`src/rtl/lsu_axi_delay_bridge_if.sv`:
```
// AXI-lite channel bundle (AR, AW, W, R, B) shared by the LSU-side and SRAM-side ports.
// The master modport drives requests; the slave modport drives readies and responses.
interface lsu_axi_delay_bridge_if #(
    parameter int ADDR_W = 32,
    parameter int DATA_W = 32
);
    logic [ADDR_W-1:0]   araddr;
    logic                arvalid;
    logic                arready;
    logic [ADDR_W-1:0]   awaddr;
    logic                awvalid;
    logic                awready;
    logic [DATA_W-1:0]   wdata;
    logic [DATA_W/8-1:0] wstrb;
    logic                wvalid;
    logic                wready;
    logic [DATA_W-1:0]   rdata;
    logic [1:0]          rresp;
    logic                rvalid;
    logic                rready;
    logic [1:0]          bresp;
    logic                bvalid;
    logic                bready;

    modport master (
        output araddr, arvalid, input arready,
        output awaddr, awvalid, input awready,
        output wdata, wstrb, wvalid, input wready,
        input  rdata, rresp, rvalid, output rready,
        input  bresp, bvalid, output bready
    );

    modport slave (
        input  araddr, arvalid, output arready,
        input  awaddr, awvalid, output awready,
        input  wdata, wstrb, wvalid, output wready,
        output rdata, rresp, rvalid, input rready,
        output bresp, bvalid, input bready
    );
endinterface

```
`src/rtl/lsu_axi_delay_bridge.sv`:
```
// LSU <-> data SRAM AXI-lite bridge; every channel is registered and held for a
// zero, fixed or LFSR-random delay. Read data is lane-selected and extended per load type.
module lsu_axi_delay_chan #(
    parameter int W     = 1,
    parameter int DLY_W = 4
) (
    input  logic             clk,
    input  logic             rst_n,
    input  logic             en,
    input  logic             in_valid,
    output logic             in_ready,
    input  logic [W-1:0]     in_data,
    input  logic [DLY_W-1:0] dly,
    output logic             out_valid,
    input  logic             out_ready,
    output logic [W-1:0]     out_data
);
    typedef enum logic [1:0] {IDLE, DELAY, SEND} state_t;

    state_t           state, state_nxt;
    logic [DLY_W-1:0] cnt;

    always_ff @(posedge clk or negedge rst_n) begin
        if (!rst_n) begin
            state    <= IDLE;
            cnt      <= '0;
            out_data <= '0;
        end else begin
            state <= state_nxt;
            if (in_valid && in_ready) begin
                out_data <= in_data;
                cnt      <= dly;
            end else if (state == DELAY) begin
                cnt <= cnt - 1'b1;
            end
        end
    end

    always_comb begin
        state_nxt = state;
        in_ready  = 1'b0;
        out_valid = 1'b0;
        case (state)
            IDLE: begin
                in_ready = en;
                if (in_valid && en) state_nxt = (dly == '0) ? SEND : DELAY;
            end
            DELAY: if (cnt <= DLY_W'(1)) state_nxt = SEND;
            SEND: begin
                out_valid = 1'b1;
                if (out_ready) state_nxt = IDLE;
            end
            default: state_nxt = IDLE;
        endcase
    end
endmodule

module lsu_axi_delay_bridge #(
    parameter int          ADDR_W    = 32,
    parameter int          DATA_W    = 32,
    parameter int          DLY_W     = 4,
    parameter int          FIX_DLY   = 3,
    parameter logic [15:0] LFSR_SEED = 16'hACE1
) (
    input  logic                        clk,
    input  logic                        rst_n,
    input  logic [1:0]                  dly_mode,
    input  logic [2:0]                  mrtype,
    lsu_axi_delay_bridge_if.slave       m,
    lsu_axi_delay_bridge_if.master      s
);
    localparam int STRB_W = DATA_W / 8;
    localparam int LANE_W = $clog2(STRB_W);

    logic [15:0]               lfsr;
    logic [4:0][DLY_W-1:0]     dly;
    logic                      rd_busy, aw_done, w_done;
    logic [2:0]                rtype_q;
    logic [LANE_W-1:0]         lane_q, lane_w;
    logic [7:0]                sel_b;
    logic [15:0]               sel_h;
    logic [31:0]               sel_w;
    logic [DATA_W-1:0]         r_ext;
    logic [DATA_W+STRB_W-1:0]  w_out;
    logic [DATA_W+1:0]         r_out;
    logic                      ar_hs, aw_hs, w_hs, r_hs, b_hs;

    assign ar_hs = m.arvalid & m.arready;
    assign aw_hs = m.awvalid & m.awready;
    assign w_hs  = m.wvalid  & m.wready;
    assign r_hs  = m.rvalid  & m.rready;
    assign b_hs  = m.bvalid  & m.bready;

    // Galois form of x^16+x^14+x^13+x^11+1
    always_ff @(posedge clk or negedge rst_n) begin
        if (!rst_n) lfsr <= LFSR_SEED;
        else        lfsr <= {1'b0, lfsr[15:1]} ^ (lfsr[0] ? 16'hB400 : 16'h0000);
    end

    // Channel k draws its random delay from lfsr bits starting at 3k
    always_comb begin
        dly = '0;
        for (int k = 0; k < 5; k++) begin
            case (dly_mode)
                2'd0:    dly[k] = '0;
                2'd1:    dly[k] = DLY_W'(FIX_DLY);
                default: dly[k] = DLY_W'(lfsr >> (3 * k));
            endcase
        end
    end

    always_ff @(posedge clk or negedge rst_n) begin
        if (!rst_n) begin
            rd_busy <= 1'b0;
            aw_done <= 1'b0;
            w_done  <= 1'b0;
            rtype_q <= '0;
            lane_q  <= '0;
        end else begin
            if (ar_hs) begin
                rd_busy <= 1'b1;
                rtype_q <= mrtype;
                lane_q  <= m.araddr[LANE_W-1:0];
            end else if (r_hs) begin
                rd_busy <= 1'b0;
            end
            if (aw_hs)     aw_done <= 1'b1;
            else if (b_hs) aw_done <= 1'b0;
            if (w_hs)      w_done  <= 1'b1;
            else if (b_hs) w_done  <= 1'b0;
        end
    end

    always_comb begin
        lane_w = lane_q & ~LANE_W'(3);
        sel_b  = 8'(s.rdata >> {lane_q, 3'b000});
        sel_h  = 16'(s.rdata >> {lane_q[LANE_W-1:1], 4'b0000});
        sel_w  = 32'(s.rdata >> {lane_w, 3'b000});
        case (rtype_q)
            3'd0:    r_ext = DATA_W'($signed(sel_b));
            3'd1:    r_ext = DATA_W'($signed(sel_h));
            3'd2:    r_ext = DATA_W'($signed(sel_w));
            3'd3:    r_ext = DATA_W'(sel_b);
            3'd4:    r_ext = DATA_W'(sel_h);
            default: r_ext = '0;
        endcase
    end

    lsu_axi_delay_chan #(.W(ADDR_W), .DLY_W(DLY_W)) u_ar (
        .clk(clk), .rst_n(rst_n), .en(!rd_busy),
        .in_valid(m.arvalid), .in_ready(m.arready), .in_data(m.araddr), .dly(dly[0]),
        .out_valid(s.arvalid), .out_ready(s.arready), .out_data(s.araddr)
    );

    lsu_axi_delay_chan #(.W(ADDR_W), .DLY_W(DLY_W)) u_aw (
        .clk(clk), .rst_n(rst_n), .en(!aw_done),
        .in_valid(m.awvalid), .in_ready(m.awready), .in_data(m.awaddr), .dly(dly[1]),
        .out_valid(s.awvalid), .out_ready(s.awready), .out_data(s.awaddr)
    );

    lsu_axi_delay_chan #(.W(DATA_W + STRB_W), .DLY_W(DLY_W)) u_w (
        .clk(clk), .rst_n(rst_n), .en(!w_done),
        .in_valid(m.wvalid), .in_ready(m.wready), .in_data({m.wdata, m.wstrb}), .dly(dly[2]),
        .out_valid(s.wvalid), .out_ready(s.wready), .out_data(w_out)
    );
    assign {s.wdata, s.wstrb} = w_out;

    lsu_axi_delay_chan #(.W(DATA_W + 2), .DLY_W(DLY_W)) u_r (
        .clk(clk), .rst_n(rst_n), .en(1'b1),
        .in_valid(s.rvalid), .in_ready(s.rready), .in_data({s.rresp, r_ext}), .dly(dly[3]),
        .out_valid(m.rvalid), .out_ready(m.rready), .out_data(r_out)
    );
    assign {m.rresp, m.rdata} = r_out;

    lsu_axi_delay_chan #(.W(2), .DLY_W(DLY_W)) u_b (
        .clk(clk), .rst_n(rst_n), .en(1'b1),
        .in_valid(s.bvalid), .in_ready(s.bready), .in_data(s.bresp), .dly(dly[4]),
        .out_valid(m.bvalid), .out_ready(m.bready), .out_data(m.bresp)
    );
endmodule

```
`src/flat_wrapper.sv`:
```
// flat-port wrapper written by rule: the top's interface ports become plain ports
module lsu_axi_delay_bridge_flat 
#(
    parameter int          ADDR_W    = 32,
    parameter int          DATA_W    = 32,
    parameter int          DLY_W     = 4,
    parameter int          FIX_DLY   = 3,
    parameter logic [15:0] LFSR_SEED = 16'hACE1
)
  (clk, rst_n, dly_mode, mrtype, m_araddr, m_arvalid, m_arready, m_awaddr, m_awvalid, m_awready, m_wdata, m_wstrb, m_wvalid, m_wready, m_rdata, m_rresp, m_rvalid, m_rready, m_bresp, m_bvalid, m_bready, s_araddr, s_arvalid, s_arready, s_awaddr, s_awvalid, s_awready, s_wdata, s_wstrb, s_wvalid, s_wready, s_rdata, s_rresp, s_rvalid, s_rready, s_bresp, s_bvalid, s_bready);
  lsu_axi_delay_bridge_if #(.ADDR_W(ADDR_W), .DATA_W(DATA_W)) m_i ();
  lsu_axi_delay_bridge_if #(.ADDR_W(ADDR_W), .DATA_W(DATA_W)) s_i ();
  input  logic clk;
  input  logic rst_n;
  input  logic [1:0] dly_mode;
  input  logic [2:0] mrtype;
  input wire logic [$bits(m_i.araddr)-1:0] m_araddr;
  input wire logic [$bits(m_i.arvalid)-1:0] m_arvalid;
  output wire logic [$bits(m_i.arready)-1:0] m_arready;
  input wire logic [$bits(m_i.awaddr)-1:0] m_awaddr;
  input wire logic [$bits(m_i.awvalid)-1:0] m_awvalid;
  output wire logic [$bits(m_i.awready)-1:0] m_awready;
  input wire logic [$bits(m_i.wdata)-1:0] m_wdata;
  input wire logic [$bits(m_i.wstrb)-1:0] m_wstrb;
  input wire logic [$bits(m_i.wvalid)-1:0] m_wvalid;
  output wire logic [$bits(m_i.wready)-1:0] m_wready;
  output wire logic [$bits(m_i.rdata)-1:0] m_rdata;
  output wire logic [$bits(m_i.rresp)-1:0] m_rresp;
  output wire logic [$bits(m_i.rvalid)-1:0] m_rvalid;
  input wire logic [$bits(m_i.rready)-1:0] m_rready;
  output wire logic [$bits(m_i.bresp)-1:0] m_bresp;
  output wire logic [$bits(m_i.bvalid)-1:0] m_bvalid;
  input wire logic [$bits(m_i.bready)-1:0] m_bready;
  output wire logic [$bits(s_i.araddr)-1:0] s_araddr;
  output wire logic [$bits(s_i.arvalid)-1:0] s_arvalid;
  input wire logic [$bits(s_i.arready)-1:0] s_arready;
  output wire logic [$bits(s_i.awaddr)-1:0] s_awaddr;
  output wire logic [$bits(s_i.awvalid)-1:0] s_awvalid;
  input wire logic [$bits(s_i.awready)-1:0] s_awready;
  output wire logic [$bits(s_i.wdata)-1:0] s_wdata;
  output wire logic [$bits(s_i.wstrb)-1:0] s_wstrb;
  output wire logic [$bits(s_i.wvalid)-1:0] s_wvalid;
  input wire logic [$bits(s_i.wready)-1:0] s_wready;
  input wire logic [$bits(s_i.rdata)-1:0] s_rdata;
  input wire logic [$bits(s_i.rresp)-1:0] s_rresp;
  input wire logic [$bits(s_i.rvalid)-1:0] s_rvalid;
  output wire logic [$bits(s_i.rready)-1:0] s_rready;
  input wire logic [$bits(s_i.bresp)-1:0] s_bresp;
  input wire logic [$bits(s_i.bvalid)-1:0] s_bvalid;
  output wire logic [$bits(s_i.bready)-1:0] s_bready;
  assign m_i.araddr = m_araddr;
  assign m_i.arvalid = m_arvalid;
  assign m_arready = m_i.arready;
  assign m_i.awaddr = m_awaddr;
  assign m_i.awvalid = m_awvalid;
  assign m_awready = m_i.awready;
  assign m_i.wdata = m_wdata;
  assign m_i.wstrb = m_wstrb;
  assign m_i.wvalid = m_wvalid;
  assign m_wready = m_i.wready;
  assign m_rdata = m_i.rdata;
  assign m_rresp = m_i.rresp;
  assign m_rvalid = m_i.rvalid;
  assign m_i.rready = m_rready;
  assign m_bresp = m_i.bresp;
  assign m_bvalid = m_i.bvalid;
  assign m_i.bready = m_bready;
  assign s_araddr = s_i.araddr;
  assign s_arvalid = s_i.arvalid;
  assign s_i.arready = s_arready;
  assign s_awaddr = s_i.awaddr;
  assign s_awvalid = s_i.awvalid;
  assign s_i.awready = s_awready;
  assign s_wdata = s_i.wdata;
  assign s_wstrb = s_i.wstrb;
  assign s_wvalid = s_i.wvalid;
  assign s_i.wready = s_wready;
  assign s_i.rdata = s_rdata;
  assign s_i.rresp = s_rresp;
  assign s_i.rvalid = s_rvalid;
  assign s_rready = s_i.rready;
  assign s_i.bresp = s_bresp;
  assign s_i.bvalid = s_bvalid;
  assign s_bready = s_i.bready;
  lsu_axi_delay_bridge #(.ADDR_W(ADDR_W), .DATA_W(DATA_W), .DLY_W(DLY_W), .FIX_DLY(FIX_DLY), .LFSR_SEED(LFSR_SEED)) u_core (.clk(clk), .rst_n(rst_n), .dly_mode(dly_mode), .mrtype(mrtype), .m(m_i), .s(s_i));
endmodule
```
`config.mk`:
```
export PLATFORM = sky130hd
export DESIGN_NAME = lsu_axi_delay_bridge_flat
export DESIGN_NICKNAME = d
export VERILOG_FILES = /design/src/rtl/lsu_axi_delay_bridge_if.sv /design/src/rtl/lsu_axi_delay_bridge.sv /design/src/flat_wrapper.sv
export SDC_FILE = /design/constraint.sdc
export NUM_CORES = 1
export LEC_CHECK = 0
export BUFFER_PORTS_ARGS = -buffer_cell sky130_fd_sc_hd__buf_2
export CAP_MARGIN = 5
export CORE_AREA = 2 2 120 169
export CTS_CLUSTER_DIAMETER = 60
export CTS_CLUSTER_SIZE = 28
export DETAILED_ROUTE_END_ITERATION = 16
export DIE_AREA = 0 0 122 171
export PLACE_DENSITY = 0.76
export SLEW_MARGIN = 20
export SYNTH_ARGS = -nofsm -noshare
export SYNTH_HDL_FRONTEND = slang
export SYNTH_HIERARCHICAL = 1
export SYNTH_SLANG_ARGS = --single-unit
export TNS_END_PERCENT = 10
```
`constraint.sdc`:
```
create_clock -name clk -period 4.8 [get_ports clk]
set_input_delay 0.24 -clock clk [delete_from_list [all_inputs] [get_ports clk]]
set_output_delay 0.24 -clock clk [all_outputs]
set_load 0.02 [all_outputs]
```
==> impl_metrics.yaml, run 1 <==
drt:
  routed_wirelength_mm: 21.4
  drt_iter0_drc: 394
  antenna_left: 0
  drc: 0
  vias: 6539
  viasPerCell: 5.26
  firstDrtPassIters: 5
  wl_per_cell_um: 17.2
pwr:
  fin_total_pwr_mw: 8.08
  p_leak_nw: 5.72
  internal-power_mw: 4.83
  peakVddDrop_uv: 445
  clock_power_share_pct: 17.3
  p_sw_mw: 3.25
  p_sw_share_pct: 40.2
  cellPowerDensity_nw_per_um2: 714
  power_frac_seq_pct: 35.6
  p_comb_share_pct: 47.1
synthesis:
  synth_compound_area_share_pct: 9.01
  synthXorXnorAreaFrac_pct: 0.762
  syn_avg_cell_area_um2: 13.4
  muxShareOfSynthArea_pct: 21.8
  synthCells: 686
  synth_cell_type_count: 64
  yosys_warnings: 6
  synthAdderAreaFrac_pct: 1.36
  synth_top_family_by_area: "multiplexers"
  ys.flop_type: "dfrtp_1"
  syn_area_um2: 9190
  synth-async-reset-ratio_pct: 100
  yosysSeqAreaShare_pct: 51.8
  synthSimpleGateAreaFrac_pct: 9.65
  synth-edff-count: 0
  ys_seq_elements: 190
worst_setup_path:
  critical_path_class: "flop to flop"
  cp-start-kind: "flop"
  worstPathArrival_ns: 2.71
  end_kind: "flop"
  cp_max_fo: 17
  required_ns: 5.11
global_routing:
  antenna_found_initial: 0
  grt_max_degree: 120
  grt_pass1_wl_mm: 32.8
  grt_use_total_pct: 20.0
  grt_pass1_vias: 6367
  grt_overflow: 0
status:
  violations: "negative hold slack"
  run_status: "finished, violations left"
place:
  routabilityCongestion: 0.889
  place_area_um2: 10700
  place_hpwl_mm: 15.6
  numPortBuffers: 298
  dpl_worst_slack_ns: 2.40
  dp.cells: 1209
final_layout:
  fin_util_pct: 58.1
  fin_cells: 1243
  area_delta_synth_final_pct: 23.1
  finish.net_count: 1141
  diodes: 0
  final_area_um2: 11300
  final_layout_size_suffix_gt1_share_pct: 50.3
  fillers: 1656
clocking:
  clockRootBuffer: "clkbuf_16"
  hold_buffers: 1
  clkTransAtPathRegs_ns: 0.07
  cts_setup_buffers: 0
  htreeDepth: 4
  cts_buffer_depth: 2
  numCtsBuffers: 17
  post_cts_resized: 0
  cts_tree: "built"
  clock_sinks: 190
  clock_latency_ns: 0.43
timing:
  max_freq_ghz: 0.416
  maxSlewHeadroom_pct: 35.9
  skew_ns: 0.0175
  fin_crit_sh_pct: 50.1
  finalHoldViolations: 49
  setup_slack_ns: 2.40
  hold_ws_ns: -0.0714
  rsz0062_at_grt: "no"
  finalSetupTns_ns: 0
  setup_viol: 0
  period_minus_slack_ns: 2.40
  slew_violations: 0
  worst_pin_slew_ns: 0.961
floorplan:
  die_area_um2: 20900
  rows: 61
  ioPinCount: 299
  floorplan.initialDensity_pct: 47.2
  core_area_um2: 19500
  die_width_um: 122
  die_h_um: 171
hold_path:
  hold_path.class: "input port to asynchronous set/reset pin"
job:
  maxCapViolations: 0
## power groups by stage
stage               clock (mW)  combinational, mW  sequential (mW)
floorplan                    0               2.30             3.40
global placement             0               3.73             2.86
detailed placement           0               3.81             2.90
CTS                       1.44               3.83             2.88
global route              1.52               4.09             2.99
finish                    1.40               3.81             2.88
## synth_stat cells, drive strengths merged, types with 5 or more instances
cell	count	share of area [%]
ha	10	1.4
buf	30	3.7
clkbuf	11	0.88
a21oi	12	0.65
a221o	14	1.5
o211ai	6	0.49
nand2b	10	0.68
nor2b	23	1.6
dfrtp	182	50
o21ai	8	0.44
nand3b	6	0.49
nand3	7	0.38
nor4	8	0.71
a21o	16	1.3
a22oi	9	0.73
xor2	5	0.48
mux2	148	21
o22ai	8	0.54
and2	9	0.63
inv	24	0.98
nand2	49	2.0
dfstp	8	2.3
or3	7	0.48
nor3	6	0.33
nor2	12	0.52
## flip-flops by register name (all words and copies together), names as in the netlist
signal and count:
u_core/u_aw/cnt 4, u_core/u_r/cnt 4, u_core/u_ar/out_data 32, u_core/lfsr 16, u_core/rd_busy 1, u_core/u_w/state 2
u_core/aw_done 1, u_core/u_aw/state 2, u_core/u_r/state 2, u_core/u_ar/state 2, u_core/u_ar/cnt 4, u_core/u_b/out_data 2
u_core/u_b/state 2, u_core/u_w/out_data 36, u_core/u_aw/out_data 32, u_core/u_r/out_data 34, u_core/lane_q 2, u_core/u_b/cnt 4
u_core/u_w/cnt 4, u_core/rtype_q 3, u_core/w_done 1
## cell type report
class                   instances  area (um^2)  share of cell area (%)
well taps                     252          315                    2.79
multi-input cells             438         3970                    35.1
inverters                      24         90.1                   0.796
clock buffers                  18          439                    3.88
repair buffers                307         1570                    13.9
clock inverters                14          166                    1.47
flip-flops and latches        190         4760                    42.1
## placed cells by master (no fill, tap or decap), drive strengths merged, types with 4 or more instances in the layout
master	synthesis	layout
buf	30	304
dfrtp	182	182
mux2	148	148
nand2	49	49
inv	24	30
nor2b	23	23
clkbuf	11	19
a21o	16	16
a221o	14	14
a21oi	12	12
nor2	12	12
nand2b	10	10
ha	10	10
a22oi	9	9
and2	9	9
o22ai	8	8
dfstp	8	8
conb	1	8
o21ai	8	8
nor4	8	8
or3	7	7
nand3	7	7
clkinv	0	7
o211ai	6	6
nand3b	6	6
nor3	6	6
xor2	5	5
a221oi	4	4
o2bb2ai	4	4
o211a	4	4
nor3b	4	4
nor4bb	4	4
## critical path, stage by stage, from the launching register on
cell	delay, ns
dfrtp_1	0.81
mux4_2	0.60
mux2i_1	0.17
nor2_2	0.18
a221o_1	0.30
mux2_4	0.25
## cell families (layout without fill, tap and decap cells)
group	after synthesis	in the layout
flip-flops	190	190
adder cells (fa/ha/maj)	10	10
AO/OA/AOI/OAI	107	107
AND/OR/NAND/NOR	152	152
multiplexers	153	153
buffers and inverters	65	363
other	1	8
XOR/XNOR	8	8
## worst paths after layout
kind / start / slack (ns) / to / cells past startpoint
max: u_core/lane_q[1] / 2.40 / u_core/u_r/out_data[15] / 5
min: rst_n / -0.07 / u_core/u_b/out_data[1] / 1
max reg2reg: u_core/lane_q[1] / 2.40 / u_core/u_r/out_data[15] / 5
min reg2reg: u_core/lfsr[6] / 0.37 / u_core/lfsr[5] / 0
max in group asynchronous: rst_n / 3.77 / u_core/u_aw/out_data[10] / 2
min in group clk: s_bresp[0] / 0.02 / u_core/u_b/out_data[0] / 3
## layer usage
| layer | wire, um | share of wire (%) | GRT usage, % | up-vias |
|---|---|---|---|---|
| li1 | - | - | - | 3044 |
| met1 | 8920 | 42 | 25.6 | 3250 |
| met2 | 10900 | 51 | 33.2 | 210 |
| met3 | 1060 | 5.0 | 4.20 | 35 |
| met4 | 522 | 2.4 | 7.45 | 0 |
| met5 | 0 | 0 | 0 | - |
(Power assumes the default switching activity.)
==> inputs of run 2 (changes only) <==
--- a/config.mk
+++ b/config.mk
@@ -5,6 +5,7 @@
 export SDC_FILE = /design/constraint.sdc
 export NUM_CORES = 1
 export LEC_CHECK = 0
+export ABC_AREA = 1
 export BUFFER_PORTS_ARGS = -buffer_cell sky130_fd_sc_hd__buf_2
 export CAP_MARGIN = 5
 export CORE_AREA = 2 2 120 169
==> constraint.sdc (replaced) <==
create_clock -name clk -period 2.3 [get_ports clk]
set_input_delay 0.115 -clock clk [delete_from_list [all_inputs] [get_ports clk]]
set_output_delay 0.115 -clock clk [all_outputs]
set_load 0.02 [all_outputs]
==> run 2 against run 1 <==
  * The run now ends clean
  * Total power is 97% higher
  * Wire length up 17%
  * Critical endpoint is now u_core/u_r/out_data[10]
  * Worst hold slack improved by 0.10 ns
  * Sequential cell count unchanged
  * Design area increased by 10%
==> impl_metrics.yaml, run 2 <==
timing:
  fin_crit_sh_pct: 66.4
  worst_pin_slew_ns: 0.699
  maxSlewHeadroom_pct: 53.4
  setup_viol: 0
  finalSetupTns_ns: 0
  slew_violations: 0
  finalHoldViolations: 0
  rsz0062_at_grt: "no"
  period_minus_slack_ns: 1.53
  skew_ns: 0.00746
  max_freq_ghz: 0.655
synthesis:
  synthTopCellsByArea: "dfrtp_1 (50%), nand2_1 (25%), inv_1 (3.6%)"
  ys_seq_elements: 190
  yosysMostFrequentCell: "nand2_1"
  yosysTopAreaCell: "dfrtp_1"
  synth_common_cells: "nand2_1 (622), dfrtp_1 (182), inv_1 (87)"
  synthCells: 1172
  yosys_warnings: 6
  synth-edff-count: 0
  synth-async-reset-ratio_pct: 100
  synth_top_area_share_pct: 49.6
  syn_area_um2: 9190
  synth_cell_type_count: 32
  syn_avg_cell_area_um2: 7.84
  yosysSeqAreaShare_pct: 51.8
  ys.flop_type: "dfrtp_1"
clocking:
  clkTransAtPathRegs_ns: 0.07
  cts_tree: "built"
  clock_sinks: 190
  htreeDepth: 4
  clockRootBuffer: "clkbuf_16"
  numCtsBuffers: 17
  cts_buffer_depth: 2
  clock_latency_ns: 0.43
global_routing:
  grt_pass1_wl_mm: 39.9
  grt_busiest_layer: "met2"
  grt_max_degree: 85
  use_met2_pct: 43.5
  grt_use_total_pct: 23.9
  grt_overflow: 0
  antenna_found_initial: 0
  grt_pass1_vias: 8779
  grt_util_met3_pct: 4.40
  met1_usage_pct: 26.0
worst_setup_path:
  r2r_cells: 7
  required_ns: 2.61
  cp-start-kind: "flop"
  rrSetupSlack_ns: 0.77
  worstPathArrival_ns: 1.84
  end_kind: "flop"
  rr_startpoint: "u_core/lane_q[1]"
  critical_path_class: "flop to flop"
  r2r_end: "u_core/u_r/out_data[10]"
  cp_max_fo: 24
hold_path:
  hold_end: "u_core/u_r/out_data[20]"
  hp-start: "s_rdata[20]"
  hold_path.class: "input port to flop"
  hold_path_depth: 5
floorplan:
  rows: 61
  floorplan.initialDensity_pct: 47.2
  ioPinCount: 299
  die_width_um: 122
  die_area_um2: 20900
  die_h_um: 171
  core_area_um2: 19500
final_layout:
  fin_cells: 1843
  layout_common_cells: "nand2_1 (622), buf_2 (297), dfrtp_1 (182)"
  fin_util_pct: 64.2
  area_delta_synth_final_pct: 36.0
  final_layout_size_suffix_gt1_share_pct: 25.2
  finish.net_count: 1741
  largest-register: "u_core/u_w/out_data"
  largestRegisters: "u_core/u_w/out_data x36, u_core/u_r/out_data x34"
  final_common_cell: "nand2_1"
  largest_register_ffs: 36
  final_area_um2: 12500
  fillers: 1619
  diodes: 0
place:
  dp.cells: 1696
  routabilityCongestion: 0.907
  numPortBuffers: 298
  place_area_um2: 10700
  place_hpwl_mm: 16.5
job:
  maxCapViolations: 0
drt:
  routed_wirelength_mm: 24.9
  wl_per_cell_um: 13.5
  viasPerCell: 4.86
  antenna_left: 0
  firstDrtPassIters: 5
  drc: 0
  vias: 8950
  drt_iter0_drc: 537
status:
  run_status: "completed"
pwr:
  peakVddDrop_uv: 792
  p_leak_nw: 7.41
  cellPowerDensity_nw_per_um2: 1270
==> run 2: changes by cell type after synthesis, sizes merged, moves of 23 or more <==
| cell | previous run | this run |
|---|---|---|
| nor2b | 23 | 0 |
| inv | 24 | 103 |
| nand2 | 49 | 638 |
| mux2 | 148 | 0 |
| nor2 | 12 | 66 |
| nand3 | 7 | 61 |
==> run 2: area by class of cell <==
class / count / area [um^2] / area share, %
clock buffer: 21 / 480 / 3.85
clock inverter: 11 / 129 / 1.03
inverter: 103 / 389 / 3.11
multi-input combinational: 842 / 3660 / 29.3
sequential: 190 / 4760 / 38.1
tap: 252 / 315 / 2.52
timing repair buffer: 424 / 2760 / 22.1
==> run 2: layer usage <==
layer | vias up | part of all wire (%)
li1 | 4369 | -
met4 | 0 | 4.2
met2 | 291 | 54
met1 | 4204 | 37
met3 | 86 | 4.3
met5 | - | 0
==> run 2: power breakdown <==
group	internal [mW]	switching [mW]	leakage [nW]
Combinational	2.41	4.89	4.71
Sequential	4.72	0.835	2.40
Clock	1.73	1.31	0.302
==> run 2: timing repair <==
item	in CTS	in global routing
setup buffers	0	0
gates resized for setup	0	0
endpoints found under the hold margin	186	0
hold buffers	115	0
==> run 2: worst max-delay path by stage <==
stage | start | end | slack [ns] | cells after the start
finish | u_core/lane_q[1] | u_core/u_r/out_data[10] | 0.77 | 7
global route | u_core/rtype_q[1] | u_core/u_r/out_data[3] | 0.61 | 9
CTS | u_core/rtype_q[1] | u_core/u_r/out_data[3] | 0.79 | 9
detailed placement | u_core/lane_q[1] | u_core/u_r/out_data[10] | 0.82 | 7
global placement | u_core/rtype_q[1] | u_core/u_r/out_data[3] | 0.88 | 9
floorplan | u_core/u_ar/state[1] | u_core/lane_q[1] | 0.82 | 7
==> run 2: worst max-delay path, cell delays in order (launching register included) <==
cell and delay (ns):
dfrtp_1 0.48, inv_4 0.12, nand2_2 0.09, nand3_2 0.10, nand3b_4 0.24, nand4_1 0.20, nand2_1 0.11, nand2_1 0.07
==> run 2: per-stage QoR <==
stage / setup slack, ns / hold WS [ns] / power, mW
final: 0.772 / 0.0285 / 15.9
after floorplan: 0.821 / -0.181 / 10.6
after global routing: 0.607 / 0.0216 / 17.1
after global placement: 0.877 / 0.213 / 12.4
after CTS: 0.794 / 0.00609 / 15.9
after detailed placement: 0.817 / 0.217 / 12.6
==> run 2: logic make-up after synthesis <==
kind of cell	count (synthesis)	share of synthesized area, %
AO/OA/AOI/OAI	48	3.00
other	1	0.0408
AND/OR/NAND/NOR	774	34.7
adder cells (fa/ha/maj)	10	1.36
XOR/XNOR	6	0.572
flip-flops	190	51.8
buffers and inverters	143	8.48
